**config.mk**
```make
export PLATFORM = sky130hd
export DESIGN_NAME = lfsr_gen
export DESIGN_NICKNAME = d
export VERILOG_FILES = /design/src/rtl/lfsr_pkg.sv /design/src/rtl/lfsr_step.sv /design/src/rtl/lfsr_gen.sv
export SDC_FILE = /design/constraint.sdc
export NUM_CORES = 1
export LEC_CHECK = 0
export BUFFER_PORTS_ARGS = -buffer_cell sky130_fd_sc_hd__buf_4
export CAP_MARGIN = 20
export CELL_PAD_IN_SITES_DETAIL_PLACEMENT = 1
export CELL_PAD_IN_SITES_GLOBAL_PLACEMENT = 2
export CORE_AREA = 8 8 63 71
export CTS_CLUSTER_SIZE = 16
export DETAILED_ROUTE_END_ITERATION = 6
export DIE_AREA = 0 0 71 79
export PLACE_DENSITY = 0.74
export SYNTH_ARGS = -nofsm -noshare
export SYNTH_HDL_FRONTEND = slang
export SYNTH_SLANG_ARGS = --single-unit
```
**constraint.sdc**
```tcl
create_clock -name clk_in -period 1.8 [get_ports clk_in]
set_clock_uncertainty 0.1 [all_clocks]
set_input_delay 0.36 -clock clk_in [delete_from_list [all_inputs] [get_ports clk_in]]
set_output_delay 0.36 -clock clk_in [all_outputs]
set_load 0.05 [all_outputs]
```
**src/rtl/lfsr_pkg.sv**
```systemverilog
// Shared types and constants for the Galois LFSR word generator.
package lfsr_pkg;

  typedef enum logic [1:0] {
    ST_IDLE  = 2'd0,
    ST_VALID = 2'd1,
    ST_STIR  = 2'd2
  } lfsr_st_e;

  // Known maximal-length feedback masks for common widths.
  localparam logic [7:0]  TAPS_8  = 8'h1D;
  localparam logic [15:0] TAPS_16 = 16'h6801;
  localparam logic [31:0] TAPS_32 = 32'h0040_0007;

endpackage

```
**src/rtl/lfsr_step.sv**
```systemverilog
// One Galois LFSR shift: MSB feeds back into every bit selected by TAPS.
module lfsr_step
  import lfsr_pkg::*;
#(
  parameter int               WIDTH = 8,
  parameter logic [WIDTH-1:0] TAPS  = 8'h1D
) (
  input  logic [WIDTH-1:0] state_i,
  output logic [WIDTH-1:0] next_o
);

  always_comb begin
    next_o = {state_i[WIDTH-2:0], 1'b0} ^ (state_i[WIDTH-1] ? TAPS : '0);
  end

endmodule

```
**src/rtl/lfsr_gen.sv**
```systemverilog
// Pseudo-random word source: Galois LFSR with seed load, lock-up guard,
// period-wrap pulse, inter-word stride and a valid/ready output.
module lfsr_gen
  import lfsr_pkg::*;
#(
  parameter int               WIDTH          = 8,
  parameter logic [WIDTH-1:0] TAPS           = 8'h1D,
  parameter logic [WIDTH-1:0] SEED           = 8'h01,
  parameter int               STEPS_PER_WORD = 1
) (
  input  logic             clk_in,
  input  logic             rst_n_in,
  input  logic             en_in,
  input  logic             seed_load_in,
  input  logic [WIDTH-1:0] seed_in,
  input  logic             rand_ready_in,
  output logic [WIDTH-1:0] rand_out,
  output logic             rand_valid_out,
  output logic             lockup_out,
  output logic             wrap_out
);

  localparam logic [7:0] STIR_LOAD =
    (STEPS_PER_WORD > 1) ? 8'(STEPS_PER_WORD - 2) : 8'd0;

  lfsr_st_e         st_q, st_d;
  logic [WIDTH-1:0] state_q, state_d;
  logic [WIDTH-1:0] seed_q, seed_d;
  logic [7:0]       cnt_q, cnt_d;
  logic             lockup_q, lockup_d;
  logic             wrap_q, wrap_d;
  logic [WIDTH-1:0] state_nxt;
  logic             accept, shift;

  lfsr_step #(.WIDTH(WIDTH), .TAPS(TAPS)) u_step (
    .state_i (state_q),
    .next_o  (state_nxt)
  );

  assign accept = (st_q == ST_VALID) & rand_ready_in & en_in;

  always_comb begin
    st_d     = st_q;
    cnt_d    = cnt_q;
    state_d  = state_q;
    seed_d   = seed_q;
    lockup_d = 1'b0;
    wrap_d   = 1'b0;
    shift    = 1'b0;

    if (!en_in) begin
      st_d  = ST_IDLE;
      cnt_d = '0;
    end else begin
      unique case (st_q)
        ST_IDLE: st_d = ST_VALID;
        ST_VALID: begin
          if (accept) begin
            shift = 1'b1;
            if (STEPS_PER_WORD > 1) begin
              cnt_d = STIR_LOAD;
              st_d  = ST_STIR;
            end
          end
        end
        ST_STIR: begin
          shift = 1'b1;
          if (cnt_q == '0) st_d  = ST_VALID;
          else             cnt_d = cnt_q - 8'd1;
        end
        default: st_d = ST_IDLE;
      endcase
    end

    // An all-zero state would stick forever; substitute SEED instead of shifting.
    if (state_q == '0) begin
      state_d  = SEED;
      lockup_d = 1'b1;
    end else if (shift) begin
      state_d = state_nxt;
      wrap_d  = (state_nxt == seed_q);
    end

    // Seed load overrides everything, including a coincident handshake.
    if (seed_load_in) begin
      wrap_d = 1'b0;
      if (seed_in == '0) begin
        state_d  = SEED;
        seed_d   = SEED;
        lockup_d = 1'b1;
      end else begin
        state_d  = seed_in;
        seed_d   = seed_in;
        lockup_d = 1'b0;
      end
      st_d  = en_in ? ST_VALID : ST_IDLE;
      cnt_d = '0;
    end
  end

  always_ff @(posedge clk_in or negedge rst_n_in) begin
    if (!rst_n_in) begin
      st_q     <= ST_IDLE;
      cnt_q    <= '0;
      state_q  <= SEED;
      seed_q   <= SEED;
      lockup_q <= 1'b0;
      wrap_q   <= 1'b0;
    end else begin
      st_q     <= st_d;
      cnt_q    <= cnt_d;
      state_q  <= state_d;
      seed_q   <= seed_d;
      lockup_q <= lockup_d;
      wrap_q   <= wrap_d;
    end
  end

  assign rand_out       = state_q;
  assign rand_valid_out = (st_q == ST_VALID);
  assign lockup_out     = lockup_q;
  assign wrap_out       = wrap_q;

endmodule
```
Word-level counts from Yosys, hierarchy flattened
Cells that the tools add are included.
Widths: inputs -> output; s select.
{ "classes": {"addsub": 1, "n_eq_ne": 7, "n_mux": 23, "bitwise_logic": 3, "reduce_logical": 7} }
{ "ops": {"columns": ["operator", "n"], "rows": [
  ["$mux 8", 8],
  ["$logic_not 8->1", 3],
  ["$mux 1", 9],
  ["$eq 8x8->1", 1],
  ["$sub 8x1->8 const B", 1],
  ["$xor 8x8->8", 1],
  ["$mux 2", 3],
  ["$ne 3x3->1 const B", 2],
  ["$pmux 2 s3", 1],
  ["$mux 5", 1],
  ["$ne 4x4->1 const B", 1],
  ["$reduce_and 2->1", 2],
  ["$ne 3x1->1 const B", 1],
  ["$reduce_bool 3->1", 1],
  ["$and 1x1->1", 2],
  ["$eq 2x1->1 const B", 1],
  ["$eq 2x2->1 const B", 1],
  ["$logic_not 2->1", 1],
  ["$pmux 1 s2", 1]
]} }
{ "word_totals": {"ff_bits": 28, "out_inout_bits": 11} }

Logic depth before layout (Yosys ltp)
Gate-level depths: netlist of run 1.
{ "logic_depth": {"ltp_word": 9, "ltp_mapped": 4, "mapped_depth_nobuf": 3} }

By module
From an unflattened synthesis of run 1, not the netlist that was laid out.
{ "hier_totals": {"cells_unflattened": 94, "hier_area_um2": 955.9} }
{ "modules_own_cells": {"columns": ["mod", "instances", "cells_each", "area_each_um2"], "rows": [
  ["lfsr_gen", 1, 86, 892.1],
  ["lfsr_step", 1, 8, 63.8]
]} }

Worst setup path after synthesis of run 1
No wires, ideal clock.
{ "synth_path": {"kind": "register to register", "start": "reg state_q[7] (netlist: rand_out[7])", "end": "reg state_q[1] (netlist: rand_out[1])", "arrival_ns": 1.715, "setup_slack_ns": -0.140, "path_stages_with_launch": 5, "path_buffers": 1, "path_cell_list": "dfrtp_1 > buf_4 > nor4_4 > a211oi_4 > mux2_4"} }
{ "synth_between": {"elab_chain_len": 3, "elab_cells_between_ends": 4} }
{ "synth_lines": {"columns": ["item", "line_no", "text"], "rows": [
  ["start: declaration", "lfsr_gen.sv:27", "logic [WIDTH-1:0] state_q, state_d;"],
  ["start signal: assignment", "lfsr_gen.sv:112", "state_q <= state_d;"],
  ["$logic_not 8->1 *", "lfsr_gen.sv:76", "if (state_q == '0) begin"],
  ["$mux 8", "lfsr_gen.sv:76", null],
  ["$mux 8", "lfsr_gen.sv:85", "if (seed_load_in) begin"]
]} }
Every way passes the cells marked *; elsewhere a longest branch is shown, timed or not.
A chain may end at the register's enable or synchronous reset.

Worst setup path in the final report of run 1
{ "layout_path": {"start": "reg state_q[0] (netlist: rand_out[0])", "end": "reg state_q[6] (netlist: rand_out[6])"} }
The elaborated chain is that of the path after synthesis.

==> results of run 1 <==
worst max-delay path, cell delays in order (launching register included):
cell and delay (ps):
sky130_fd_sc_hd__dfstp_4 500, sky130_fd_sc_hd__nor4_4 430, sky130_fd_sc_hd__a211oi_4 120, sky130_fd_sc_hd__buf_4 180, sky130_fd_sc_hd__mux2_4 290
final cells by class:
class	instances	area, um2
flip-flops and latches	19	490
fillers	389	2020
multi-input cells	58	500
inverters	13	48.8
well taps	37	46.3
clock buffers	4	45.0
repair buffers	32	243
power breakdown:
group | switching [mW] | internal (mW) | leakage (nW)
combinational | 0.239 | 0.215 | 0.400
sequential | 0.0646 | 0.481 | 0.221
clock | 0.140 | 0.157 | 0.0228
total | 0.444 | 0.854 | 0.644
repair_timing:
item,4_1_cts,5_1_grt
setup buffers,0,4
hold buffers,1,0
resized for setup,0,0
setup endpoints to repair,0,4
hold endpoints to repair,17,0
routing by layer:
metal	wire (um)	global-route usage [%]	share of wire, %
met1	1210	12.8	44
met2	1290	16.6	47
met3	172	3.40	6.3
met4	53	3.54	1.9
met5	0	0	0
registers in the layout, summed over array words and instances (netlist names):
register / count
wrap_out: 1
lockup_out: 1
seed_q: 8
rand_out: 8
st_q: 1
Yosys cell counts (2+ instances only):
library cell	count
sky130_fd_sc_hd__a221o_2	3
sky130_fd_sc_hd__a22oi_1	3
sky130_fd_sc_hd__clkbuf_1	5
sky130_fd_sc_hd__dfrtp_1	17
sky130_fd_sc_hd__dfstp_2	2
sky130_fd_sc_hd__inv_1	13
sky130_fd_sc_hd__mux2_4	4
sky130_fd_sc_hd__nand2_1	8
sky130_fd_sc_hd__nor2_1	2
sky130_fd_sc_hd__nor4_1	2
sky130_fd_sc_hd__nor4_4	2
sky130_fd_sc_hd__o21ai_0	11
sky130_fd_sc_hd__xnor2_1	8
sky130_fd_sc_hd__xnor3_1	2
per-stage QoR:
step                area, um2  setup WS, ps  hold WS, ps  util (%)  cells
floorplan                1070          13.3        -35.6         -     96
global placement         1290          56.9          154      38.0    154
detailed placement       1290          29.8          159      38.0    154
CTS                      1340          16.0          109      39.6    159
global route             1370          16.6          110      40.5    163
finish                   1370          71.2          115      40.5    163
final timing paths:
kind / start / endpoint / slack [ps] / cells past startpoint
setup / recovery: rand_out[0]$_DFFE_PN1P_ / rand_out[6]$_DFFE_PN0P_ / 70 / 4
setup reg to reg: rand_out[0]$_DFFE_PN1P_ / rand_out[6]$_DFFE_PN0P_ / 70 / 4
hold reg to reg: seed_q[0]$_DFFE_PN1P_ / seed_q[0]$_DFFE_PN1P_ / 400 / 2
max in group asynchronous: rst_n_in / seed_q[0]$_DFFE_PN1P_ / 910 / 2
min in group asynchronous: rst_n_in / seed_q[2]$_DFFE_PN0P_ / 420 / 2
hold / removal: en_in / st_q[0]$_DFFE_PN0P_ / 110 / 1
kinds of logic (layout without fill, tap and decap cells):
group                     after synthesis  in the layout  share of synthesized area (%)
AOI/OAI and AO/OA                      23             23                           16.2
and+or+nand+nor                        20             20                           12.2
DFF                                    19             19                           45.4
buffers and inverters                  19             49                           7.13
xor gates and xnor gates               11             11                           13.4
muxes                                   4              4                           5.70
==> qor.json, run 1 <==
{
  "dp_hpwl_um": 2070,
  "largest_net_degree_at_the_start_of_global_routing": 27,
  "worst-endpoint-arrival_ps": 1770,
  "syn-num-nets": 109,
  "drt-total-wl_um": 2720,
  "firstDrtPassIters": 4,
  "antenna-diode-count": 0,
  "critical_path.startpoint_type": "flop",
  "yosys_most_used_dff": "sky130_fd_sc_hd__dfrtp_1",
  "setup_repair_after_global_routing_missed_its_margin": "no",
  "pins_over_their_slew_limit": 0,
  "clock.fmax_ghz": 0.578,
  "p_per_area_mw_per_mm2": 945,
  "layout-drive-gt1-share_pct": 43.7,
  "floorplan.rows": 23,
  "netlist-cell-type-count": 28,
  "yosysWarnings": 0,
  "cts_num_sinks": 19,
  "postSynthRegisterBits": 19,
  "floorplan.initialDensity_pct": 31.0,
  "slew-limit-headroom_pct": 73.4,
  "synthesis.instances": 96,
  "tritoncts.num_buffers": 3,
  "dieHeight_um": 79,
  "max_cap_viol": 0,
  "clk_latency_ps": 250,
  "hold_viol": 0,
  "synth_largest_type_area_fraction_pct": 40.4,
  "initial_antenna_violation_count": 0,
  "mostFrequentLayoutCell": "sky130_fd_sc_hd__buf_4",
  "post_layout_min_period_ps": 1730,
  "layout.nets": 140,
  "hold_class": "primary input to flop",
  "total_negative_setup_slack_ps": 0,
  "horizontal_die_dimension_um": 71,
  "globalRouteOverflowTotal": 0,
  "synth_async_sr_flop_share_pct": 100,
  "place.port_buffers": 23,
  "globalRouteTotalUtil_pct": 10.4,
  "tritoncts": "yes",
  "finalSetupViolations": 0,
  "core-area_mm2": 0.00340,
  "vias": 821,
  "ys_seq_area_share_pct": 45.4,
  "detail_route.vias_per_cell": 5.04,
  "total_power_mw": 1.30,
  "max_slew.worst_pin.slew_ps": 395,
  "detail_route.iter0.violations": 19,
  "cts-htree-levels": 1,
  "leakage_nw": 0.644,
  "crit_type": "flop to flop",
  "clock_tree.root_cell": "sky130_fd_sc_hd__clkbuf_8",
  "syn-mean-instance-area_um2": 11.0,
  "route.detailed.drc": 0,
  "fp.dieArea_mm2": 0.00561,
  "gp_congestion": 0.760,
  "average_routed_wire_per_standard_cell_um": 16.7,
  "critical_path_peak_fanout": 5,
  "antenna_left": 0,
  "synth-edff-count": 0,
  "commonest_cells_after_routing_fill_and_taps_aside": "31 x sky130_fd_sc_hd__buf_4, 13 x sky130_fd_sc_hd__inv_1, 11 x sky130_fd_sc_hd__o21ai_0",
  "cts.reportedPaths.clkPinSlew_ps": 70,
  "final.period_utilization_pct": 96.0,
  "top_level_ports": 24,
  "irDropWorstVdd_mv": 0.371,
  "via_count_of_the_first_global_routing_pass": 933,
  "post-synth-top-area-cell": "sky130_fd_sc_hd__dfrtp_1",
  "cts-root-to-sink-buffers": 2,
  "ys_top_cells_by_area": "sky130_fd_sc_hd__dfrtp_1 40%, sky130_fd_sc_hd__xnor2_1 6.7%, sky130_fd_sc_hd__mux2_4 5.7%, sky130_fd_sc_hd__o21ai_0 5.2%, sky130_fd_sc_hd__dfstp_2 5.0%",
  "timing.critical_path.to_type": "flop",
  "layout-area-overhead-vs-synth_pct": 30.4,
  "run_status": "complete, no violations",
  "post_synth_instance_area_mm2": 0.00105,
  "global_route_wire_length_before_repair_um": 4580,
  "timing.critical_path.required_ps": 1840
}
(Power assumes the default switching activity.)
==> inputs of run 2 (changes only) <==
Settings changed: CORE_AREA 8 8 63 71 to 8 8 62 69, CTS_BUF_LIST set to sky130_fd_sc_hd__clkbuf_4, DIE_AREA 0 0 71 79 to 0 0 70 77, PLACE_DENSITY 0.74 to 0.77, RECOVER_POWER set to 50.
==> run 2 against run 1 <==
Compared with the run above:
- hold slack lost 21 ps
- routed wire length grew 3.5%
- combinational power grew 3%
- fmax grew 3.4%
- sequential share of layout area grew 0.53 points
- count of clock-buffer cells in the layout is the same
- clock power shrank 22%
- critical path depth is the same
- sequential power is essentially flat
- design area shrank 1.5%
- first-iteration DRC count grew 42%
- critical path type unchanged
==> qor.json, run 2 (same netlist as run 1, synthesis figures left out) <==
{
  "reg2regPathDepth": 4,
  "antenna_left": 0,
  "slew-limit-headroom_pct": 63.5,
  "pins_over_their_slew_limit": 0,
  "endpoint": "rand_out[5]$_DFFE_PN0P_",
  "instances_no_fill": 162,
  "setup_repair_after_global_routing_missed_its_margin": "no",
  "regToRegEndpoint": "rand_out[5]$_DFFE_PN0P_",
  "detail_route.iter0.violations": 27,
  "global_route_wire_length_before_repair_um": 4730,
  "max_slew.worst_pin.slew_ps": 548,
  "post_layout_min_period_ps": 1670,
  "worst-endpoint-arrival_ps": 1760,
  "globalRouteOverflowTotal": 0,
  "crit_type": "flop to flop",
  "run_status": "complete, no violations",
  "final.period_utilization_pct": 92.8,
  "initial_antenna_violation_count": 0,
  "worstSetupStartpoint": "rand_out[0]$_DFFE_PN1P_",
  "leakage_nw": 0.635,
  "irDropWorstVdd_mv": 0.346,
  "dp_hpwl_um": 2210,
  "place.port_buffers": 23,
  "layout-drive-gt1-share_pct": 43.7,
  "drt-total-wl_um": 2820,
  "via_count_of_the_first_global_routing_pass": 948,
  "critical_path.startpoint_type": "flop",
  "fp.dieArea_mm2": 0.00539,
  "total_negative_setup_slack_ps": 0,
  "critical_path_peak_fanout": 8,
  "cts_num_sinks": 19,
  "dieHeight_um": 77,
  "mostFrequentLayoutCell": "sky130_fd_sc_hd__buf_4",
  "crit-reg2reg-launch": "rand_out[0]$_DFFE_PN1P_",
  "timing.critical_path.required_ps": 1890,
  "floorplan.rows": 22,
  "route.detailed.drc": 0,
  "average_routed_wire_per_standard_cell_um": 17.4,
  "layout.nets": 140,
  "dpl.cell_count": 156,
  "p_per_area_mw_per_mm2": 918,
  "worst-r2r-setup-slack_ps": 130,
  "globalRouteTotalUtil_pct": 10.7,
  "cts.reportedPaths.clkPinSlew_ps": 110,
  "cts-htree-levels": 1,
  "max_cap_viol": 0,
  "top_level_ports": 24,
  "largest_net_degree_at_the_start_of_global_routing": 20,
  "vias": 799,
  "clock_tree.root_cell": "sky130_fd_sc_hd__clkbuf_4",
  "floorplan.initialDensity_pct": 33.0,
  "hold_class": "primary input to flop",
  "detail_route.vias_per_cell": 4.93,
  "tritoncts.num_buffers": 3,
  "layout-area-overhead-vs-synth_pct": 28.5,
  "clock.fmax_ghz": 0.598,
  "antenna-diode-count": 0,
  "horizontal_die_dimension_um": 70,
  "hold_viol": 0,
  "firstDrtPassIters": 4,
  "clk_latency_ps": 290,
  "cts-root-to-sink-buffers": 2,
  "commonest_cells_after_routing_fill_and_taps_aside": "29 x sky130_fd_sc_hd__buf_4, 13 x sky130_fd_sc_hd__inv_1, 11 x sky130_fd_sc_hd__o21ai_0",
  "finalSetupViolations": 0,
  "core-area_mm2": 0.00319,
  "gp_congestion": 0.755,
  "tritoncts": "yes",
  "timing.critical_path.to_type": "flop"
}
run 2: cell count changes in the layout (fill, tap and decap cells not counted):
cell | before | now
sky130_fd_sc_hd__clkbuf_4 | 0 | 5
sky130_fd_sc_hd__clkbuf_8 | 3 | 0
sky130_fd_sc_hd__buf_4 | 31 | 29
run 2: what timing repair did:
action | in CTS | in global routing
setup endpoints to repair | 4 | 0
resized for setup | 0 | 0
hold endpoints to repair | 17 | 0
setup buffers | 1 | 0
hold buffers | 1 | 0
run 2: area by class of cell:
class | count | area (um2)
Tap cell | 36 | 45.0
Sequential cell | 19 | 490
Inverter | 13 | 48.8
Timing Repair Buffer | 32 | 239
Multi-Input combinational cell | 58 | 500
Fill cell | 370 | 1840
Clock buffer | 4 | 30.0
run 2: layer usage:
metal,track usage [%],vias to the layer above,routed length [um]
met5,0,-,0
met4,3.62,0,12
met3,2.45,2,109
met2,19.3,16,1520
met1,11.9,395,1170
li1,-,386,-
run 2: power breakdown:
group	switching, mW	internal, mW
clock network	0.131	0.101
logic	0.245	0.221
registers	0.0635	0.481
total	0.439	0.803
run 2: how the worst min path moves through the flow:
stage | cells after the start | slack (ps) | to | start
after floorplan | 0 | -40 | lockup_out$_DFF_PN0_ | rst_n_in
after global placement | 1 | 150 | seed_q[4]$_DFFE_PN0P_ | rst_n_in
after detailed placement | 1 | 160 | seed_q[4]$_DFFE_PN0P_ | rst_n_in
after CTS | 1 | 60 | st_q[0]$_DFFE_PN0P_ | en_in
after global routing | 1 | 80 | st_q[0]$_DFFE_PN0P_ | en_in
final | 1 | 90 | st_q[0]$_DFFE_PN0P_ | en_in
run 2: critical path: stages (launching register included):
cell	delay (ps)
sky130_fd_sc_hd__dfstp_4	510
sky130_fd_sc_hd__nor4_4	370
sky130_fd_sc_hd__a211oi_4	100
sky130_fd_sc_hd__buf_4	190
sky130_fd_sc_hd__mux2_4	300
run 2: metrics by stage:
stage / hold slack, ps / utilization (%) / total power, mW / instance area, um2 / worst slack (ps)
2_1_floorplan: -35.6 / - / 0.866 / 1070 / 13.3
3_3_place_gp: 154 / 41.0 / 1.01 / 1310 / 87.5
3_5_place_dp: 157 / 41.0 / 1.02 / 1310 / -5.06
4_1_cts: 62.4 / 42.5 / 1.26 / 1360 / 108
5_1_grt: 81.9 / 42.4 / 1.31 / 1350 / 76.4
6_report: 94.3 / 42.4 / 1.24 / 1350 / 129
